$ cat src/rtl/stream_mux_rr.sv
// stream_mux_rr
// Packet-aware N:1 valid/ready stream multiplexer with a registered output
// stage. The source channel is either taken from `sel` (fixed mode) or picked
// round-robin among valid channels (rr_en=1). Once the first beat of a packet
// is accepted the grant is locked to that channel until the beat carrying
// `last` has been accepted.
//
// Ports:
//   clk        rising-edge clock
//   rst_n      asynchronous active-low reset
//   rr_en      1 = round-robin arbitration, 0 = fixed select via sel
//   sel        channel index used when rr_en=0 (values >= N_CH grant nothing)
//   in_data    channel i occupies bits [i*DATA_W +: DATA_W]
//   in_valid   per-channel valid
//   in_last    per-channel end-of-packet marker
//   in_ready   per-channel ready (combinational)
//   out_data   registered output data
//   out_valid  registered output valid
//   out_last   registered end-of-packet marker
//   out_chan   source channel of the current output beat
//   out_ready  downstream ready
module stream_mux_rr #(
  parameter int N_CH   = 4,
  parameter int DATA_W = 8,
  parameter int SEL_W  = $clog2(N_CH)
) (
  input  logic                   clk,
  input  logic                   rst_n,
  input  logic                   rr_en,
  input  logic [SEL_W-1:0]       sel,
  input  logic [N_CH*DATA_W-1:0] in_data,
  input  logic [N_CH-1:0]        in_valid,
  input  logic [N_CH-1:0]        in_last,
  output logic [N_CH-1:0]        in_ready,
  output logic [DATA_W-1:0]      out_data,
  output logic                   out_valid,
  output logic                   out_last,
  output logic [SEL_W-1:0]       out_chan,
  input  logic                   out_ready
);

  typedef enum logic {
    IDLE   = 1'b0,
    LOCKED = 1'b1
  } state_t;

  // One bit per encodable index; set only for indices that name a real
  // channel, so a fixed-mode sel outside the channel range never grants.
  localparam int N_SLOT = 2 ** SEL_W;
  localparam logic [N_SLOT-1:0] CHAN_OK = {N_SLOT{1'b1}} >> (N_SLOT - N_CH);

  state_t             state_q, state_d;
  logic [SEL_W-1:0]   lock_q, lock_d;
  logic [SEL_W-1:0]   ptr_q, ptr_d;

  logic               load;
  logic               rr_found;
  logic [SEL_W-1:0]   rr_ch;
  int                 rr_dist;
  int                 rr_best;
  logic [SEL_W-1:0]   cur;
  logic               grant;
  logic [DATA_W-1:0]  cur_data;
  logic               cur_valid;
  logic               cur_last;
  logic               xfer;

  // The output register can take a new beat when it is empty or its current
  // beat is leaving this cycle.
  assign load = !out_valid || out_ready;

  // Round-robin pick: the valid channel closest after ptr, distance 1..N_CH
  // measured upward with wrap, so the last packet's owner has lowest priority.
  always_comb begin
    // NOTE: every variable written here gets a default first so no path
    // leaves it unassigned, which would otherwise infer a latch.
    rr_found = 1'b0;
    rr_ch    = '0;
    rr_dist  = 0;
    rr_best  = N_CH + 1;
    for (int i = 0; i < N_CH; i++) begin
      rr_dist = (i > int'(ptr_q)) ? (i - int'(ptr_q)) : (i - int'(ptr_q) + N_CH);
      if (in_valid[i] && (rr_dist < rr_best)) begin
        rr_best  = rr_dist;
        rr_ch    = SEL_W'(i);
        rr_found = 1'b1;
      end
    end
  end

  // Current channel and whether it is granted at all.
  always_comb begin
    cur   = '0;
    grant = 1'b0;
    if (state_q == LOCKED) begin
      cur   = lock_q;
      grant = 1'b1;
    end else if (rr_en) begin
      cur   = rr_ch;
      grant = rr_found;
    end else begin
      cur   = sel;
      grant = CHAN_OK[sel];
    end
  end

  // Input mux and per-channel ready.
  always_comb begin
    cur_data  = '0;
    cur_valid = 1'b0;
    cur_last  = 1'b0;
    in_ready  = '0;
    for (int i = 0; i < N_CH; i++) begin
      if (cur == SEL_W'(i)) begin
        cur_data  = in_data[i*DATA_W +: DATA_W];
        cur_valid = in_valid[i];
        cur_last  = in_last[i];
        // rst_n gates ready so no producer believes a beat was taken while
        // the output stage is being held in reset.
        in_ready[i] = rst_n && load && grant;
      end
    end
  end

  assign xfer = load && grant && cur_valid;

  // Packet lock and round-robin pointer; ptr moves only when a packet ends.
  always_comb begin
    state_d = state_q;
    lock_d  = lock_q;
    ptr_d   = ptr_q;
    if (xfer) begin
      case (state_q)
        IDLE: begin
          if (cur_last) begin
            ptr_d = cur;
          end else begin
            state_d = LOCKED;
            lock_d  = cur;
          end
        end
        LOCKED: begin
          if (cur_last) begin
            state_d = IDLE;
            ptr_d   = lock_q;
          end
        end
        default: state_d = IDLE;
      endcase
    end
  end

  // NOTE: sequential state uses non-blocking assignments so every register
  // samples the pre-edge values regardless of statement order.
  always_ff @(posedge clk or negedge rst_n) begin
    if (!rst_n) begin
      state_q <= IDLE;
      lock_q  <= '0;
      ptr_q   <= SEL_W'(N_CH - 1);
    end else begin
      state_q <= state_d;
      lock_q  <= lock_d;
      ptr_q   <= ptr_d;
    end
  end

  // Output register: load on transfer, drain when empty slot is not refilled,
  // hold everything while stalled.
  always_ff @(posedge clk or negedge rst_n) begin
    if (!rst_n) begin
      out_valid <= 1'b0;
      out_data  <= '0;
      out_last  <= 1'b0;
      out_chan  <= '0;
    end else if (xfer) begin
      out_valid <= 1'b1;
      out_data  <= cur_data;
      out_last  <= cur_last;
      out_chan  <= cur;
    end else if (load) begin
      out_valid <= 1'b0;
    end
  end

endmodule

$ cat config.mk
export PLATFORM = sky130hd
export DESIGN_NAME = stream_mux_rr
export DESIGN_NICKNAME = d
export VERILOG_FILES = /design/src/rtl/stream_mux_rr.sv
export SDC_FILE = /design/constraint.sdc
export NUM_CORES = 1
export LEC_CHECK = 0
export CORE_MARGIN = 2
export CORE_UTILIZATION = 44
export CTS_BUF_LIST = sky130_fd_sc_hd__clkbuf_2
export CTS_CLUSTER_DIAMETER = 200
export DETAILED_ROUTE_END_ITERATION = 7
export PLACE_DENSITY = 0.92
export SLEW_MARGIN = 20
export SYNTH_ARGS = -nofsm -noshare
export SYNTH_HDL_FRONTEND = slang
export SYNTH_SLANG_ARGS = --single-unit
$ cat constraint.sdc
create_clock -name clk -period 9.6 [get_ports clk]
set_input_delay 2.4 -clock clk [delete_from_list [all_inputs] [get_ports clk]]
set_output_delay 2.4 -clock clk [all_outputs]
set_load 0.02 [all_outputs]
==> flow_metrics.env <==
export IMPL_status="complete, no violations"
export IMPL_hold_worst_slack_ns=0.4974
export IMPL_vias_per_cell=5.464
export IMPL_syn_area_sq_um=1498
export IMPL_num_vias=1579
export IMPL_cp_num_buf_inv=4
export IMPL_first_pass_iters=4
export IMPL_grt_first_pass_wirelength_um=7458
export IMPL_crit_type="in -> out"
export IMPL_period_needed_ns=9.298
export IMPL_finalWeightedCongestion=0.9222
export IMPL_fin_skew_ns=0.001500
export IMPL_dieArea_sq_um=3886
export IMPL_final_nets=301
export IMPL_drt_initial_drc_count=89
export IMPL_die_height_um=62.34
export IMPL_cp_start_kind="primary input"
export IMPL_grt_use_total=0.2399
export IMPL_cts_made_buffers=3
export IMPL_ys_ff_latch=17
export IMPL_area_delta_synth_final_pct=53.47
export IMPL_r2r_start="ptr_q[1]$_DFFE_PN1P_"
export IMPL_num_antenna_cells=0
export IMPL_grt_antenna_before_repair=0
export IMPL_fmax_mhz=107.6
export IMPL_synth_warnings=0
export IMPL_finalCritPeriodShare=0.9685
export IMPL_slew_headroom=0.4538
export IMPL_drive_above_1_share=0.2140
export IMPL_finalHoldViolations=0
export IMPL_synth_largest_area_cell="dfrtp_1"
export IMPL_crit_required_ns=7.20
export IMPL_detail_route_antenna_nets=0
export IMPL_detailedPlace_worstSlack_ns=-0.2917
export IMPL_fillCellCount=261
export IMPL_ys_types=47
export IMPL_cp_end_kind="primary output"
export IMPL_synth_top_area_share=0.2506
export IMPL_slew_viol_final=0
export IMPL_htreeDepth=1
export IMPL_wire_per_inst_um=16.13
export IMPL_cts_sinks=17
export IMPL_insertion_delay_ns=0.29
export IMPL_io_pins=62
export IMPL_rows=21
export IMPL_fin_cells=289
export IMPL_dpl_hpwl_um=3683
export IMPL_path_clk_slew_ns=0.15
export IMPL_multi_input_area_sq_um=1044
export IMPL_grt_ovfl_total=0
export IMPL_path_cells="clkdlybuf4s50_1 > inv_1 > nor3b_4 > nor4_2 > a21oi_2 > ha_1 > a21oi_2 > nand4_1 > or4b_4 > and2_4 > mux2_2 > ha_1 > nand3b_1 > nand4b_1 > o21ai_1 > nor3_1 > buf_4 > o41ai_4 > nand4_1 > nor2_1 > buf_2"
export IMPL_cts_tree="built"
export IMPL_timing_critical_path_slowest_stage_cell="or4b_4"
export IMPL_powerDensity_nw_per_um2=358.8
export IMPL_min_from="out_chan[1]$_DFFE_PN0P_"
export IMPL_die_x_um=62.34
export IMPL_drc=0
export IMPL_hold_path_class="reg -> reg"
export IMPL_cts_hold_buf=0
export IMPL_setup_viol_count_final=0
export IMPL_path_depth=21
export IMPL_rsz0062_at_grt="false"
export IMPL_grt_max_degree=26
export IMPL_endpoint="in_ready[1]"
export IMPL_cp_max_fo=4
export IMPL_numPortBuffers=61
export IMPL_clk_path_buf_depth=2
export IMPL_critical_path_arrival_ns=6.90
export IMPL_wl_um=4663
export IMPL_ff2ff_path_depth=25
export IMPL_peakVddDrop_mv=0.2055
export IMPL_seqCellArea_sq_um=427.9
export IMPL_postSynthCellCount=171
export IMPL_core_area_sq_um=3311
export IMPL_ys_seq_area_frac=0.2857
export IMPL_power_leakage_nw=1.003
export IMPL_syn_nets=228
export IMPL_synthTopCellsByArea="dfrtp_1, ha_1, mux2i_1, mux2_2, o21ai_0"
export IMPL_avgSynthCellArea_sq_um=8.758
export IMPL_path_delay_family="simple AND/OR/NAND/NOR gates"
export IMPL_worst_slack_ns=0.3024
export IMPL_worst_r2r_setup_slack_ns=3.04
export IMPL_slowest_delay_ns=0.55
export IMPL_post_place_cells=284
export IMPL_final_core_util=0.6943
export IMPL_startpoint="in_valid[1]"
export IMPL_grt_pass1_vias=1616
export IMPL_root_buffer="clkbuf_2"
export IMPL_initial_core_util=0.4524
export IMPL_drv_cap=0
export IMPL_reg2reg_to="lock_q[1]$_DFFE_PN0P_"
export IMPL_worstMarginPinSlew_ns=0.8167
[worst min path at each step]
stage / end / cells past startpoint
floorplan: lock_q[1]$_DFFE_PN0P_ / 1
CTS: out_chan[1]$_DFFE_PN0P_ / 2
finish: out_chan[1]$_DFFE_PN0P_ / 2
detailed placement: out_chan[1]$_DFFE_PN0P_ / 2
global route: out_data[3]$_DFFE_PN0P_ / 2
global placement: out_last$_DFFE_PN0P_ / 2
[routing by layer]
metal	global-route usage	up-vias	share of wire
li1	-	758	-
met5	0	-	0
met3	0.05435	18	0.054
met2	0.4375	63	0.52
met1	0.2669	740	0.39
met4	0.1028	0	0.035
[cell usage after synthesis, drive strengths merged]
cell type  number
a211o           1
a211oi          1
a21boi          1
a21oi           5
a311o           1
a311oi          1
a31o            2
a31oi           3
and2            1
and3            1
buf             5
clkbuf          3
dfrtp          15
dfstp           2
ha             11
inv            11
mux2           12
mux2i          13
nand2          24
nand2b          3
nand3b          1
nand4           3
nand4b          1
nor2           10
nor2b           2
nor3            3
nor3b           4
nor4            1
nor4b           1
o21a            1
o21ai          23
o22ai           1
o31a            1
o41ai           1
or3             1
or4b            1
[power breakdown]
part | internal [mW] | total, mW | switching [mW]
Clock | 0.0110 | 0.0326 | 0.0215
Combinational | 0.303 | 0.650 | 0.348
Sequential | 0.112 | 0.142 | 0.0293
Total | 0.426 | 0.825 | 0.399
[worst register-to-register path, stage by stage, from the launching register on]
cell and delay [ns]:
dfstp_2 0.63, inv_1 0.14, ha_1 0.27, nor3b_1 0.42, nor3b_4 0.12, nor4_2 0.24
a21oi_2 0.08, ha_1 0.34, a21oi_2 0.15, nand4_1 0.12, or4b_4 0.55, and2_4 0.17
mux2_2 0.27, ha_1 0.31, nand3b_1 0.09, nand4b_1 0.14, o21ai_1 0.16, nor3_1 0.06
buf_4 0.15, o41ai_4 0.39, buf_4 0.18, buf_4 0.16, a211oi_1 0.06, a211o_1 0.58
nor3_2 0.32, mux2_1 0.35
[cell type report]
| type | count | share of cell area |
|---|---|---|
| repair buffers | 76 | 0.3081 |
| inverters | 11 | 0.01796 |
| flip-flops and latches | 17 | 0.1862 |
| well taps | 46 | 0.02504 |
| multi-input cells | 135 | 0.4540 |
| clock buffers | 4 | 0.008710 |
[per-stage QoR]
step                      setup TNS (ns)  cell area (sq um)  total power [mW]
after floorplan                        0               1498            0.5440
after global placement           -0.2407               2237            0.7242
after detailed placement          -1.109               2237            0.7541
after CTS                              0               2261            0.7878
after global routing                   0               2298            0.8910
final                                  0               2298            0.8247
[cells by family after synthesis]
group | count (synthesis) | share of synthesized area
AND/OR/NAND/NOR | 57 | 0.2005
AO/OA/AOI/OAI | 42 | 0.1821
multiplexers | 25 | 0.1821
buffers and inverters | 19 | 0.05764
flip-flops | 17 | 0.2857
adder cells (fa/ha/maj) | 11 | 0.09190
[registers in the layout, summed over array words and instances, names as in the netlist]
name       count
lock_q         2
state_q        1
out_chan       2
ptr_q          2
out_valid      1
out_last       1
out_data       8
[cells in the final DEF (no fill, tap or decap), types with 2 or more instances in the layout]
master,n
a21oi_1,2
a21oi_2,3
buf_4,16
clkbuf_2,6
clkdlybuf4s50_1,56
dfrtp_1,15
dfstp_2,2
ha_1,11
inv_1,11
mux2_2,10
mux2i_1,12
nand2_1,24
nand2b_4,2
nand4_1,3
nor2_1,10
nor2b_1,2
nor3_1,2
nor3b_1,2
o21ai_0,19
o21ai_1,4
[what timing repair did]
item,4_1_cts,5_1_grt
pin swaps,0,10
buffers inserted,0,1
resized for setup,9,20
endpoints found under the setup margin,4,4
Note: power is estimated with default switching activity, not from simulation.
